## src/rtl/tlk_link_ctrl.sv

```systemverilog
// Bring-up and supervision sequencer for one TLK SERDES link: power-up, lock
// acquisition, settle, then data-valid, with relock on timeout or sustained errors.
module tlk_link_ctrl #(
  parameter int RST_CYCLES    = 64,
  parameter int SETTLE_CYCLES = 1000,
  parameter int LOCK_TIMEOUT  = 65535,
  parameter int ERR_TOL       = 4
) (
  input  logic       clk,
  input  logic       reset,
  input  logic       LIVE,
  input  logic       tlk_err,
  output logic       tlk_enable,
  output logic       tlk_lckrefn,
  output logic       dval,
  output logic [2:0] state,
  output logic [7:0] relock_cnt,
  output logic       timeout
);

  localparam int MAX_A   = (RST_CYCLES > SETTLE_CYCLES) ? RST_CYCLES : SETTLE_CYCLES;
  localparam int MAX_CYC = (MAX_A > LOCK_TIMEOUT) ? MAX_A : LOCK_TIMEOUT;
  localparam int TW      = (MAX_CYC > 1) ? $clog2(MAX_CYC) : 1;
  localparam int EW      = (ERR_TOL > 0) ? $clog2(ERR_TOL + 1) : 1;

  typedef enum logic [2:0] {
    S_OFF     = 3'd0,
    S_PWRUP   = 3'd1,
    S_ACQUIRE = 3'd2,
    S_SETTLE  = 3'd3,
    S_LINKED  = 3'd4
  } state_t;

  state_t        state_q, state_d;
  logic [TW-1:0] timer_q, timer_d;
  logic [EW-1:0] err_run_q, err_run_d;
  logic          err_dly_q, err_dly_d;
  logic          dval_q, dval_d;
  logic          en_q, en_d;
  logic          timeout_q, timeout_d;
  logic [7:0]    relock_q, relock_d;

  always_ff @(posedge clk or posedge reset) begin
    if (reset) begin
      state_q   <= S_OFF;
      timer_q   <= '0;
      err_run_q <= '0;
      err_dly_q <= 1'b1;
      dval_q    <= 1'b0;
      en_q      <= 1'b0;
      timeout_q <= 1'b0;
      relock_q  <= 8'd0;
    end else begin
      state_q   <= state_d;
      timer_q   <= timer_d;
      err_run_q <= err_run_d;
      err_dly_q <= err_dly_d;
      dval_q    <= dval_d;
      en_q      <= en_d;
      timeout_q <= timeout_d;
      relock_q  <= relock_d;
    end
  end

  always_comb begin
    state_d   = state_q;
    timer_d   = timer_q;
    err_run_d = err_run_q;
    err_dly_d = err_dly_q;
    dval_d    = dval_q;
    timeout_d = 1'b0;
    relock_d  = relock_q;
    if (!LIVE) begin
      state_d   = S_OFF;
      timer_d   = '0;
      err_run_d = '0;
      err_dly_d = 1'b1;
      dval_d    = 1'b0;
    end else begin
      case (state_q)
        S_OFF: begin
          state_d = S_PWRUP;
          timer_d = '0;
        end
        S_PWRUP: begin
          if (timer_q == TW'(RST_CYCLES - 1)) begin
            state_d   = S_ACQUIRE;
            timer_d   = '0;
            err_dly_d = 1'b1;
          end else begin
            timer_d = timer_q + TW'(1);
          end
        end
        S_ACQUIRE: begin
          err_dly_d = tlk_err;
          // Lock is the falling edge of tlk_err; it beats a simultaneous timeout.
          if (err_dly_q && !tlk_err) begin
            state_d = S_SETTLE;
            timer_d = '0;
          end else if (timer_q == TW'(LOCK_TIMEOUT - 1)) begin
            state_d   = S_PWRUP;
            timer_d   = '0;
            timeout_d = 1'b1;
            if (relock_q != 8'hFF) relock_d = relock_q + 8'd1;
          end else begin
            timer_d = timer_q + TW'(1);
          end
        end
        S_SETTLE: begin
          if (tlk_err) begin
            state_d   = S_ACQUIRE;
            timer_d   = '0;
            err_dly_d = 1'b1;
          end else if (timer_q == TW'(SETTLE_CYCLES - 1)) begin
            state_d = S_LINKED;
            timer_d = '0;
            dval_d  = 1'b1;
          end else begin
            timer_d = timer_q + TW'(1);
          end
        end
        S_LINKED: begin
          if (tlk_err) begin
            if (err_run_q == EW'(ERR_TOL - 1)) begin
              state_d   = S_PWRUP;
              timer_d   = '0;
              err_run_d = '0;
              dval_d    = 1'b0;
              if (relock_q != 8'hFF) relock_d = relock_q + 8'd1;
            end else begin
              err_run_d = err_run_q + EW'(1);
            end
          end else begin
            err_run_d = '0;
          end
        end
        default: state_d = S_OFF;
      endcase
    end
    en_d = (state_d == S_ACQUIRE) || (state_d == S_SETTLE) || (state_d == S_LINKED);
  end

  assign tlk_enable  = en_q;
  assign tlk_lckrefn = en_q;
  assign dval        = dval_q;
  assign state       = state_q;
  assign relock_cnt  = relock_q;
  assign timeout     = timeout_q;

endmodule

```

## config.mk

```make
export PLATFORM = sky130hd
export DESIGN_NAME = tlk_link_ctrl
export DESIGN_NICKNAME = d
export VERILOG_FILES = /design/src/rtl/tlk_link_ctrl.sv
export SDC_FILE = /design/constraint.sdc
export NUM_CORES = 1
export LEC_CHECK = 0
export BUFFER_PORTS_ARGS = -buffer_cell sky130_fd_sc_hd__buf_4
export CORE_MARGIN = 2
export CORE_UTILIZATION = 30
export CTS_CLUSTER_DIAMETER = 40
export CTS_CLUSTER_SIZE = 14
export DETAILED_ROUTE_END_ITERATION = 8
export GPL_TIMING_DRIVEN = 1
export SYNTH_ARGS = -nofsm -noshare
export SYNTH_HDL_FRONTEND = slang
export SYNTH_SLANG_ARGS = --single-unit
```

## constraint.sdc

```tcl
create_clock -name clk -period 3.7 [get_ports clk]
set_input_delay 0.925 -clock clk [delete_from_list [all_inputs] [get_ports clk]]
set_output_delay 0.925 -clock clk [all_outputs]
set_load 0.01 [all_outputs]
```

* Yosys cells after proc, flatten, opt, wreduce, memory -nomap -nowiden
Cells that the tools add are included.
Word-level totals: input port bits 4, register bits 34
Cells by class: multiplexer cells 42, add/subtract/negate cells 3, reduce and logical (&&, ||, !) cells 10, equal/unequal tests 26
Operators by type and width (count):
- $mux 16 | 8
- $pmux 16 s5 | 1
- $mux 8 | 5
- $mux 3 | 12
- $ne 3x3->1 const B | 6
- $add 16x1->16 const B | 1
- $eq 16x10->1 const B | 1
- $eq 16x16->1 const B | 1
- $eq 16x6->1 const B | 1
- $pmux 8 s2 | 1
- $eq 3x2->1 const B | 5
- $pmux 3 s5 | 1
- $mux 1 | 12
- $add 8x1->8 const B | 1
- $ne 2x2->1 const B | 4
- $ne 8x8->1 const B | 1
- $eq 3x3->1 const B | 2
- $ne 6x1->1 const B | 1
- $reduce_and 3->1 | 2
- $reduce_and 6->1 | 1
- $reduce_and 5->1 | 1
- $ne 4x1->1 const B | 1
- $add 3x1->3 const B | 1
- $eq 3x1->1 const B | 1
- 9 further kinds | 10

* Logic depth before layout (Yosys ltp)
Gate-level depths: netlist of the first run.
word-level depth 8, gate-level depth with buffers 8, mapped depth without buffers 7

* Least setup slack after synthesis of the first run
No wires, ideal clock.
kind reg-to-reg, start register timer_q[0], end register timer_q[14], setup time 0.141 ns, data required time 3.559 ns, arrival time 2.352 ns, cell stages (with the launch flop) 9, clock period less this slack 2.492 ns, setup slack 1.208 ns, cell sequence dfrtp_1 -> ha_1 -> or3b_2 -> or4_4 -> a22o_1 -> buf_6 -> o21ai_4 -> buf_6 -> o311ai_2
Between the ends: cells in the longest elaborated chain, start to end 5
RTL lines:
- start: declaration | line 35 | logic [TW-1:0] timer_q, timer_d;
- start signal: assignment | line 55 | timer_q <= timer_d;
- $add 16x1->16, or another cell as far along | line 91, 106, 119
- $mux 16, on equally long branches | line 114, 100
- $mux 16, on equally long branches | line 110, 97
- $pmux 16 s5 (*) | line 80 | case (state_q)
- $mux 16 (*) | line 73 | if (!LIVE) begin
Every way passes the cells marked *; elsewhere a longest branch is shown, timed or not. A chain may end at the register's enable or synchronous reset.

* Worst setup path after layout of the first run
start register timer_q[0], end register timer_q[9]
Same word-level chain as after synthesis.

==> flow_summary.json, run 1 <==
{
  "status": "finished, final reports clean",
  "seq_area_frac_synth_pct": 41.8,
  "cts_sinks": 34,
  "synth_xor_area_share_pct": 3.87,
  "ctsHtreeMaxLevel": 2,
  "ir_drop_mv": 0.117,
  "synthTopCellsByArea": "dfrtp_1, nand2_1, a22oi_1",
  "yosysMostFrequentCell": "nand2_1",
  "fmaxAchievable_ghz": 0.335,
  "yosysWarnings": 0,
  "cts_hold_buf": 0,
  "crit_chain": "ha_1, or3b_2, or4_4, a22o_1, o21ai_4, o311ai_0",
  "nFillCells": 690,
  "cp.required_ns": 3.84,
  "ff_latch_area_um2": 852,
  "crit_arrival_ns": 3.13,
  "finalSetupViolCount": 0,
  "holdCritPathClass": "register to register",
  "synth_compound_gate_area_share_pct": 17.9,
  "insertion_delay_ns": 0.29,
  "initial_core_util_pct": 30.5,
  "max_stage_delay_ns": 0.54,
  "grt_pass1_wl_um": 7800,
  "track_usage_pct": 13.3,
  "slew_headroom_pct": 38.2,
  "post_cts_buffers": 0,
  "dp_hpwl_um": 3110,
  "hold_viol": 0,
  "finalCritPeriodShare_pct": 80.8,
  "startpoint_type": "register",
  "multi_input_area_um2": 1110,
  "critPathCaptureType": "register",
  "grt_overflow": 0,
  "pwr-share-clk_pct": 41.4,
  "cts_root_buf": "clkbuf_8",
  "ys_ff_latch": 34,
  "whs_ns": 0.497,
  "switching_share_pct": 23.9,
  "place_area_um2": 2250,
  "rsz0062_at_grt": "false",
  "cts_buffer_depth": 2,
  "viasPerCell": 5.37,
  "path_clk_slew_ns": 0.07,
  "met3RoutedLength_um": 263,
  "maxSlewViolCount": 0,
  "fin_worst_skew_ns": 0.00348,
  "wl_met1_um": 2180,
  "power.switching_w": 0.000168,
  "core_area_um2": 6680,
  "synth-edff-count": 0,
  "internal-power_w": 0.000534,
  "drt_iter0_drc": 113,
  "cap_violations": 0,
  "firstDrtPassIters": 4,
  "finish.instance_area_um2": 2340,
  "critPathBufInv": 0,
  "die_area_um2": 7470,
  "yosysTopAreaCell": "dfrtp_1",
  "setup_tns_ns": 0,
  "insertedDiodeCount": 0,
  "p_per_area_nw_per_um2": 300,
  "p_leak_nw": 0.941,
  "rows": 30,
  "syn_area_um2": 2040,
  "grt_max_degree": 25,
  "grt_pass1_vias": 1657,
  "synth_top_family_by_area": "simple AND/OR/NAND/NOR gates",
  "wl_per_cell_um": 14.2,
  "slowest_stage": "o21ai_4",
  "ant_nets": 0,
  "synth_fa_ha_area_share_pct": 2.46,
  "path_max_fanout": 16,
  "yosys.area.top_type_share_pct": 40.5,
  "cts_resized": 0,
  "io_buffers": 18,
  "drt_wl_total_um": 4570,
  "hold_depth": 1,
  "synthTopCellsByCount": "nand2_1, dfrtp_1, nor2_1",
  "synth-simple-area-share_pct": 28.3,
  "fp.dieW_um": 86.4,
  "p_comb_share_pct": 5.0,
  "pwr-share-seq_pct": 53.6,
  "worst_pin_slew_ns": 0.925,
  "synthCells": 220,
  "ios": 19,
  "syn_area_per_cell_um2": 9.26,
  "numCtsBuffers": 5,
  "cp.depth": 6,
  "critPathKind": "register to register",
  "critPathTopFamily": "compound AO/OA/AOI/OAI gates",
  "drive_above_1_share_pct": 19.1,
  "gp_congestion": 0.814,
  "ys_types": 47,
  "die_y_um": 86.4,
  "cts_tree": "yes",
  "wl_met2_um": 2080,
  "area_growth_pct": 14.9,
  "vias": 1724,
  "nNetsFinal": 248,
  "muxShareOfSynthArea_pct": 2.03,
  "synthFlopType": "dfrtp_1",
  "async_flop_share_pct": 100,
  "ff2ff_path_depth": 6,
  "grt_antenna_before_repair": 0,
  "drc": 0,
  "syn-num-nets": 228,
  "dr.max_layer_used": "met4",
  "fin_crit_ns": 2.99
}
## cells by family (layout without fill, tap and decap cells)
| group | Yosys count | in the layout |
|---|---|---|
| simple gates | 108 | 108 |
| compound gates | 46 | 46 |
| flops | 34 | 34 |
| buf+inv | 15 | 36 |
| xor+xnor | 9 | 9 |
| fa+ha+maj | 4 | 4 |
| mux | 4 | 4 |
## power by group through the flow
stage	registers, W	logic, W	clock network [W]
2_1_floorplan	0.000382	0.0000261	0
3_3_place_gp	0.000383	0.0000356	0
3_5_place_dp	0.000383	0.0000359	0
4_1_cts	0.000376	0.0000360	0.000300
5_1_grt	0.000376	0.0000398	0.000318
6_report	0.000376	0.0000351	0.000290
## metrics by stage
stage / std cells / total power [W] / setup WS, ns / utilization, %
2_1_floorplan: 220 / 0.000408 / 1.21 / -
3_3_place_gp: 313 / 0.000419 / 0.806 / 33.7
3_5_place_dp: 313 / 0.000419 / 0.699 / 33.7
4_1_cts: 321 / 0.000712 / 0.700 / 35.1
5_1_grt: 321 / 0.000734 / 0.542 / 35.1
6_report: 321 / 0.000702 / 0.711 / 35.1
## area by class of cell
type                       count  share of cell area [%]
clock buffer                   7                    3.69
clock inverter                 1                   0.214
inverter                       6                   0.962
multi-input combinational    171                    47.4
sequential                    34                    36.4
tap                           80                    4.27
timing repair buffer          22                    7.05
## registers in the layout, summed over array words and instances, names as in the netlist
| register | cells |
|---|---|
| tlk_enable | 1 |
| timer_q | 16 |
| state | 3 |
| relock_cnt | 8 |
| dval | 1 |
| err_dly_q | 1 |
| timeout | 1 |
| err_run_q | 3 |
## worst paths after layout
path,startpoint,endpoint,slack (ns)
max in group asynchronous,reset,timer_q[7],2.16
min reg2reg,relock_cnt[7],relock_cnt[7],0.50
max reg2reg,timer_q[0],timer_q[9],0.71
min in group asynchronous,reset,relock_cnt[2],0.83
max,timer_q[0],timer_q[9],0.71
min,relock_cnt[7],relock_cnt[7],0.50
## worst reg2reg max path, delay by kind of cell, from the launching register on
family | cells | cell delay (ns)
AO/OA/AOI/OAI | 3 | 1.15
adder cells (fa/ha/maj) | 1 | 0.25
AND/OR/NAND/NOR | 2 | 1.00
flip-flops | 1 | 0.45
## cells in the final DEF, fill, tap and decap left out, types with 4 or more instances in the layout
master / Yosys / routed
a21oi_1: 5 / 5
nand4_1: 6 / 6
o21ai_0: 5 / 5
a22oi_1: 9 / 9
o311ai_0: 6 / 6
dfrtp_1: 33 / 33
nand3_1: 10 / 10
and3_1: 10 / 10
or4_1: 5 / 5
nand2_1: 34 / 34
xnor2_1: 6 / 6
ha_1: 4 / 4
nand2b_1: 4 / 4
inv_1: 6 / 6
o21ai_2: 6 / 6
or3_1: 4 / 4
nor2_1: 16 / 16
clkbuf_8: 0 / 6
buf_4: 1 / 22
## metal layers
metal | vias up | global-route usage [%]
met5 | - | 0
met4 | 0 | 5.97
met3 | 5 | 3.14
met2 | 45 | 19.5
met1 | 818 | 18.4
li1 | 856 | -
Note: power is estimated with default switching activity, not from simulation.
==> inputs of run 2 (changes only) <==
==> constraint.sdc (replaced) <==
create_clock -name clk -period 2.5 [get_ports clk]
set_input_delay 0.625 -clock clk [delete_from_list [all_inputs] [get_ports clk]]
set_output_delay 0.625 -clock clk [all_outputs]
set_load 0.01 [all_outputs]
==> run 2 against run 1 <==
Effect of this change: via count rose by 3.9%; worst hold slack worse by 0.065 ns; highest routed layer unchanged; first-iteration DRC count fell by 32%; maximum frequency grew 27%; wire length is 3.0% higher; sequential cell count did not move; largest cell class unchanged; worst setup slack lost 0.57 ns; count of clock-buffer cells in the layout stayed put; sequential power increased by 48%; critical path type unchanged.
==> flow_summary.json, run 2 (synthesis results as in run 1) <==
{
  "cp_common_cell": "or4_4",
  "area_growth_pct": 22.0,
  "ios": 19,
  "grt_antenna_before_repair": 0,
  "cp.depth": 6,
  "layout_commonest_cell": "buf_4",
  "rr_startpoint": "timer_q[11]",
  "drc": 0,
  "track_usage_pct": 13.9,
  "critPathTopFamily": "simple AND/OR/NAND/NOR gates",
  "fin_ws_ns": 0.142,
  "cts_tree": "yes",
  "largest_register_ffs": 16,
  "worstSetupEndpoint": "timer_q[13]",
  "max_stage_delay_ns": 0.54,
  "ff2ff_path_depth": 6,
  "grt_overflow": 0,
  "timing.rr.end": "timer_q[13]",
  "rows": 30,
  "slew_headroom_pct": 67.7,
  "viasPerCell": 5.27,
  "core_area_um2": 6680,
  "nFillCells": 695,
  "rsz0062_at_grt": "false",
  "slowest_stage": "or4_4",
  "cts_hold_buf": 0,
  "nNetsFinal": 267,
  "p_leak_nw": 1.04,
  "holdCritPathClass": "input port to async pin",
  "fin_worst_skew_ns": 0.00905,
  "initial_core_util_pct": 30.5,
  "ir_drop_mv": 0.152,
  "firstDrtPassIters": 4,
  "hold_viol": 0,
  "ant_nets": 0,
  "dp.cells": 329,
  "place_ws_ns": -0.00883,
  "die_area_um2": 7470,
  "gp_congestion": 0.821,
  "startpoint_type": "register",
  "dp_hpwl_um": 3360,
  "ctsHtreeMaxLevel": 2,
  "cap_violations": 0,
  "drt_iter0_drc": 77,
  "regToRegSetupSlack_ns": 0.14,
  "worstSetupStartpoint": "timer_q[11]",
  "crit_arrival_ns": 2.50,
  "layout_common_cells": "buf_4, nand2_1, dfrtp_1",
  "io_buffers": 18,
  "grt_pass1_wl_um": 8200,
  "fmaxAchievable_ghz": 0.424,
  "cts_sinks": 34,
  "fin_cells": 340,
  "finalPower_w": 0.00104,
  "finalCritPeriodShare_pct": 94.3,
  "drt_wl_total_um": 4710,
  "insertedDiodeCount": 0,
  "drive_above_1_share_pct": 25.0,
  "vias": 1791,
  "path_clk_slew_ns": 0.07,
  "fin_crit_ns": 2.36,
  "cp.required_ns": 2.64,
  "grt_pass1_vias": 1708,
  "maxSlewViolCount": 0,
  "critPathBufInv": 1,
  "regMostFlops": "timer_q",
  "p_per_area_nw_per_um2": 417,
  "finalSetupViolCount": 0,
  "crit_chain": "or4_4, or4_4, a22o_1, o21ai_4, buf_4, o311ai_0",
  "die_y_um": 86.4,
  "grt_max_degree": 35,
  "critPathKind": "register to register",
  "worst_pin_slew_ns": 0.483,
  "fp.dieW_um": 86.4,
  "cts_root_buf": "clkbuf_8",
  "status": "finished, final reports clean",
  "critPathCaptureType": "register",
  "wl_per_cell_um": 13.9,
  "numCtsBuffers": 5,
  "path_max_fanout": 4,
  "insertion_delay_ns": 0.29,
  "final_util_pct": 37.2,
  "cts_buffer_depth": 2
}
-- run 2: worst reg2reg max path: stages, from the launching register on --
cell	delay (ns)
dfrtp_1	0.38
or4_4	0.54
or4_4	0.54
a22o_1	0.28
o21ai_4	0.18
buf_4	0.16
o311ai_0	0.13
-- run 2: timing repair --
action / 4_1_cts / 5_1_grt
resized for setup: 0 / 1
endpoints found under the setup margin: 7 / 5
hold endpoints to repair: 0 / 0
pin swaps: 1 / 2
setup buffers: 3 / 0
-- run 2: worst min-delay path by stage --
stage	startpoint	slack, ns	cells after the start	to
6_report	reset	0.43	3	relock_cnt[1]
3_5_place_dp	relock_cnt[7]	0.49	1	relock_cnt[7]
3_3_place_gp	relock_cnt[7]	0.49	1	relock_cnt[7]
4_1_cts	reset	0.45	3	relock_cnt[1]
5_1_grt	reset	0.49	3	timer_q[14]
2_1_floorplan	err_run_q[2]	0.48	2	err_run_q[2]
-- run 2: routing by layer --
metal	vias to the layer above	wire [um]	global-route usage [%]
met2	29	2190	22.0
li1	892	-	-
met4	0	63	4.69
met5	-	0	0
met1	862	2290	18.7
met3	8	174	3.05
-- run 2: cell type report --
class,instances,area [um^2],share of cell area [%]
Clock inverter,1,5.00,0.201
Inverter,6,22.5,0.905
Multi-Input combinational cell,171,1110,44.8
Clock buffer,7,86.3,3.47
Timing Repair Buffer,41,308,12.4
Tap cell,80,100,4.02
Sequential cell,34,852,34.3
-- run 2: power breakdown --
group / switching (W) / internal (W) / total (W)
clock network: 0.000200 / 0.000222 / 0.000422
registers: 0.00000435 / 0.000552 / 0.000556
logic: 0.0000381 / 0.0000212 / 0.0000592
total: 0.000242 / 0.000795 / 0.00104
-- run 2: stage by stage --
stage | hold WS [ns] | area (um^2) | TNS [ns]
final | 0.432 | 2490 | 0
after global routing | 0.492 | 2490 | 0
after CTS | 0.448 | 2480 | 0
after detailed placement | 0.491 | 2370 | -0.0346
after global placement | 0.485 | 2370 | 0
after floorplan | 0.484 | 2040 | 0
==> inputs of run 3 (changes only) <==
--- a/config.mk
+++ b/config.mk
@@ -12,6 +12,8 @@
 export CTS_CLUSTER_SIZE = 14
 export DETAILED_ROUTE_END_ITERATION = 8
 export GPL_TIMING_DRIVEN = 1
+export SETUP_SLACK_MARGIN = 0.3
+export SKIP_LAST_GASP = 1
 export SYNTH_ARGS = -nofsm -noshare
 export SYNTH_HDL_FRONTEND = slang
 export SYNTH_SLANG_ARGS = --single-unit
==> constraint.sdc (replaced) <==
create_clock -name clk -period 2.9 [get_ports clk]
set_input_delay 0.725 -clock clk [delete_from_list [all_inputs] [get_ports clk]]
set_output_delay 0.725 -clock clk [all_outputs]
set_load 0.01 [all_outputs]
==> run 3 against run 2 <==
Effect of this change: global-route usage is 0.97 points lower; sequential share of layout area is 0.95 points higher; largest cell class unchanged; largest power group unchanged; critical endpoint is now timer_q[2]; count of clock-buffer cells in the layout stayed put; critical path depth is 2 higher; sequential power is 14% lower; maximum frequency is 5.5% lower.
==> flow_summary.json, run 3 (synthesis results as in run 1) <==
{
  "regMostFlops": "timer_q",
  "fin_crit_ns": 2.50,
  "layout_commonest_cell": "nand2_1",
  "crit_arrival_ns": 2.64,
  "gp_congestion": 0.765,
  "drt_wl_total_um": 4590,
  "grt_max_degree": 35,
  "nFillCells": 688,
  "switching_share_pct": 23.0,
  "p_comb_share_pct": 6.2,
  "ir_drop_mv": 0.180,
  "max_stage_delay_ns": 0.52,
  "cts_root_buf": "clkbuf_8",
  "p_per_area_nw_per_um2": 369,
  "initial_core_util_pct": 30.5,
  "nNetsFinal": 257,
  "track_usage_pct": 12.9,
  "hold_depth": 1,
  "grt_overflow": 0,
  "slowest_stage": "or4_4",
  "fin_worst_skew_ns": 0.00965,
  "insertion_delay_ns": 0.28,
  "io_buffers": 18,
  "critPathCaptureType": "register",
  "slew_headroom_pct": 46.0,
  "largest_register_ffs": 16,
  "internal-power_w": 0.000689,
  "finalSetupViolCount": 0,
  "wl_per_cell_um": 13.9,
  "fmaxAchievable_ghz": 0.401,
  "status": "finished, final reports clean",
  "viasPerCell": 5.23,
  "ctsHtreeMaxLevel": 2,
  "insertedDiodeCount": 0,
  "hold_viol": 0,
  "setup_tns_ns": 0,
  "pwr-share-clk_pct": 40.2,
  "maxSlewViolCount": 0,
  "cp.required_ns": 3.05,
  "final_util_pct": 36.3,
  "grt_pass1_wl_um": 7800,
  "rsz0062_at_grt": "false",
  "drt_iter0_drc": 135,
  "numCtsBuffers": 5,
  "cap_violations": 0,
  "path_max_fanout": 7,
  "grt_pass1_vias": 1634,
  "p_leak_nw": 0.982,
  "ant_nets": 0,
  "cts_sinks": 34,
  "ff2ff_path_depth": 8,
  "pwr-share-seq_pct": 53.7,
  "power.switching_w": 0.000206,
  "layout_common_cells": "nand2_1, dfrtp_1, buf_4",
  "drc": 0,
  "die_area_um2": 7470,
  "cts_tree": "yes",
  "holdCritPathClass": "register to register",
  "die_y_um": 86.4,
  "area_growth_pct": 19.1,
  "cts_buffer_depth": 2,
  "drive_above_1_share_pct": 23.6,
  "ios": 19,
  "startpoint_type": "register",
  "cts_hold_buf": 0,
  "fp.dieW_um": 86.4,
  "crit_chain": "ha_2, or3b_2, or4_4, a22o_4, o21ai_4, buf_6, buf_4, o311ai_2",
  "grt_antenna_before_repair": 0,
  "critPathKind": "register to register",
  "firstDrtPassIters": 4,
  "vias": 1725,
  "finalCritPeriodShare_pct": 86.0,
  "core_area_um2": 6680,
  "path_clk_slew_ns": 0.07,
  "rows": 30,
  "worst_pin_slew_ns": 0.807,
  "whs_ns": 0.505,
  "dp_hpwl_um": 3100
}
run 3: critical path, delay by kind of cell, from the launching register on:
| kind | cells | cell delay (ns) |
|---|---|---|
| compound gates | 3 | 0.50 |
| fa+ha+maj | 1 | 0.21 |
| buf+inv | 2 | 0.26 |
| flops | 1 | 0.40 |
| simple gates | 2 | 0.99 |
run 3: per-stage QoR:
stage	power, W	area [um^2]	setup WS [ns]	std cells
floorplan	0.000520	2040	0.408	220
global placement	0.000537	2270	0.270	316
detailed placement	0.000538	2270	0.241	316
CTS	0.000907	2390	0.327	328
global route	0.000936	2430	0.303	330
finish	0.000895	2430	0.405	330
run 3: area by class of cell:
cell class / count / area (um^2) / share of cell area (%)
multi-input cells: 171 / 1120 / 46.2
flip-flops and latches: 34 / 855 / 35.2
repair buffers: 31 / 236 / 9.74
well taps: 80 / 100 / 4.12
clock buffers: 7 / 86.3 / 3.56
inverters: 6 / 22.5 / 0.928
clock inverters: 1 / 5.00 / 0.206
run 3: power groups by stage:
stage | combinational (W) | sequential [W] | clock (W)
final | 0.0000552 | 0.000480 | 0.000360
after global routing | 0.0000614 | 0.000480 | 0.000395
after CTS | 0.0000522 | 0.000480 | 0.000375
after detailed placement | 0.0000488 | 0.000489 | 0
after global placement | 0.0000484 | 0.000489 | 0
after floorplan | 0.0000333 | 0.000487 | 0
run 3: per-layer routing:
| metal | global-route usage [%] | vias to the layer above | share of wire [%] |
|---|---|---|---|
| met4 | 4.55 | 0 | 0.74 |
| met2 | 17.6 | 35 | 46 |
| met5 | 0 | - | 0 |
| li1 | - | 877 | - |
| met3 | 3.14 | 4 | 3.7 |
| met1 | 19.6 | 809 | 50 |
run 3: what timing repair did:
item / 4_1_cts / 5_1_grt
setup buffers: 4 / 2
resized for setup: 0 / 5
pin swaps: 1 / 0
endpoints found under the setup margin: 11 / 15
run 3: final timing paths:
path	start	end	slack, ns
max	timer_q[1]	timer_q[2]	0.40
min	relock_cnt[7]	relock_cnt[7]	0.51
max reg2reg	timer_q[1]	timer_q[2]	0.40
min reg2reg	relock_cnt[7]	relock_cnt[7]	0.51
max in group asynchronous	reset	err_dly_q	2.03
min in group asynchronous	reset	relock_cnt[6]	0.54
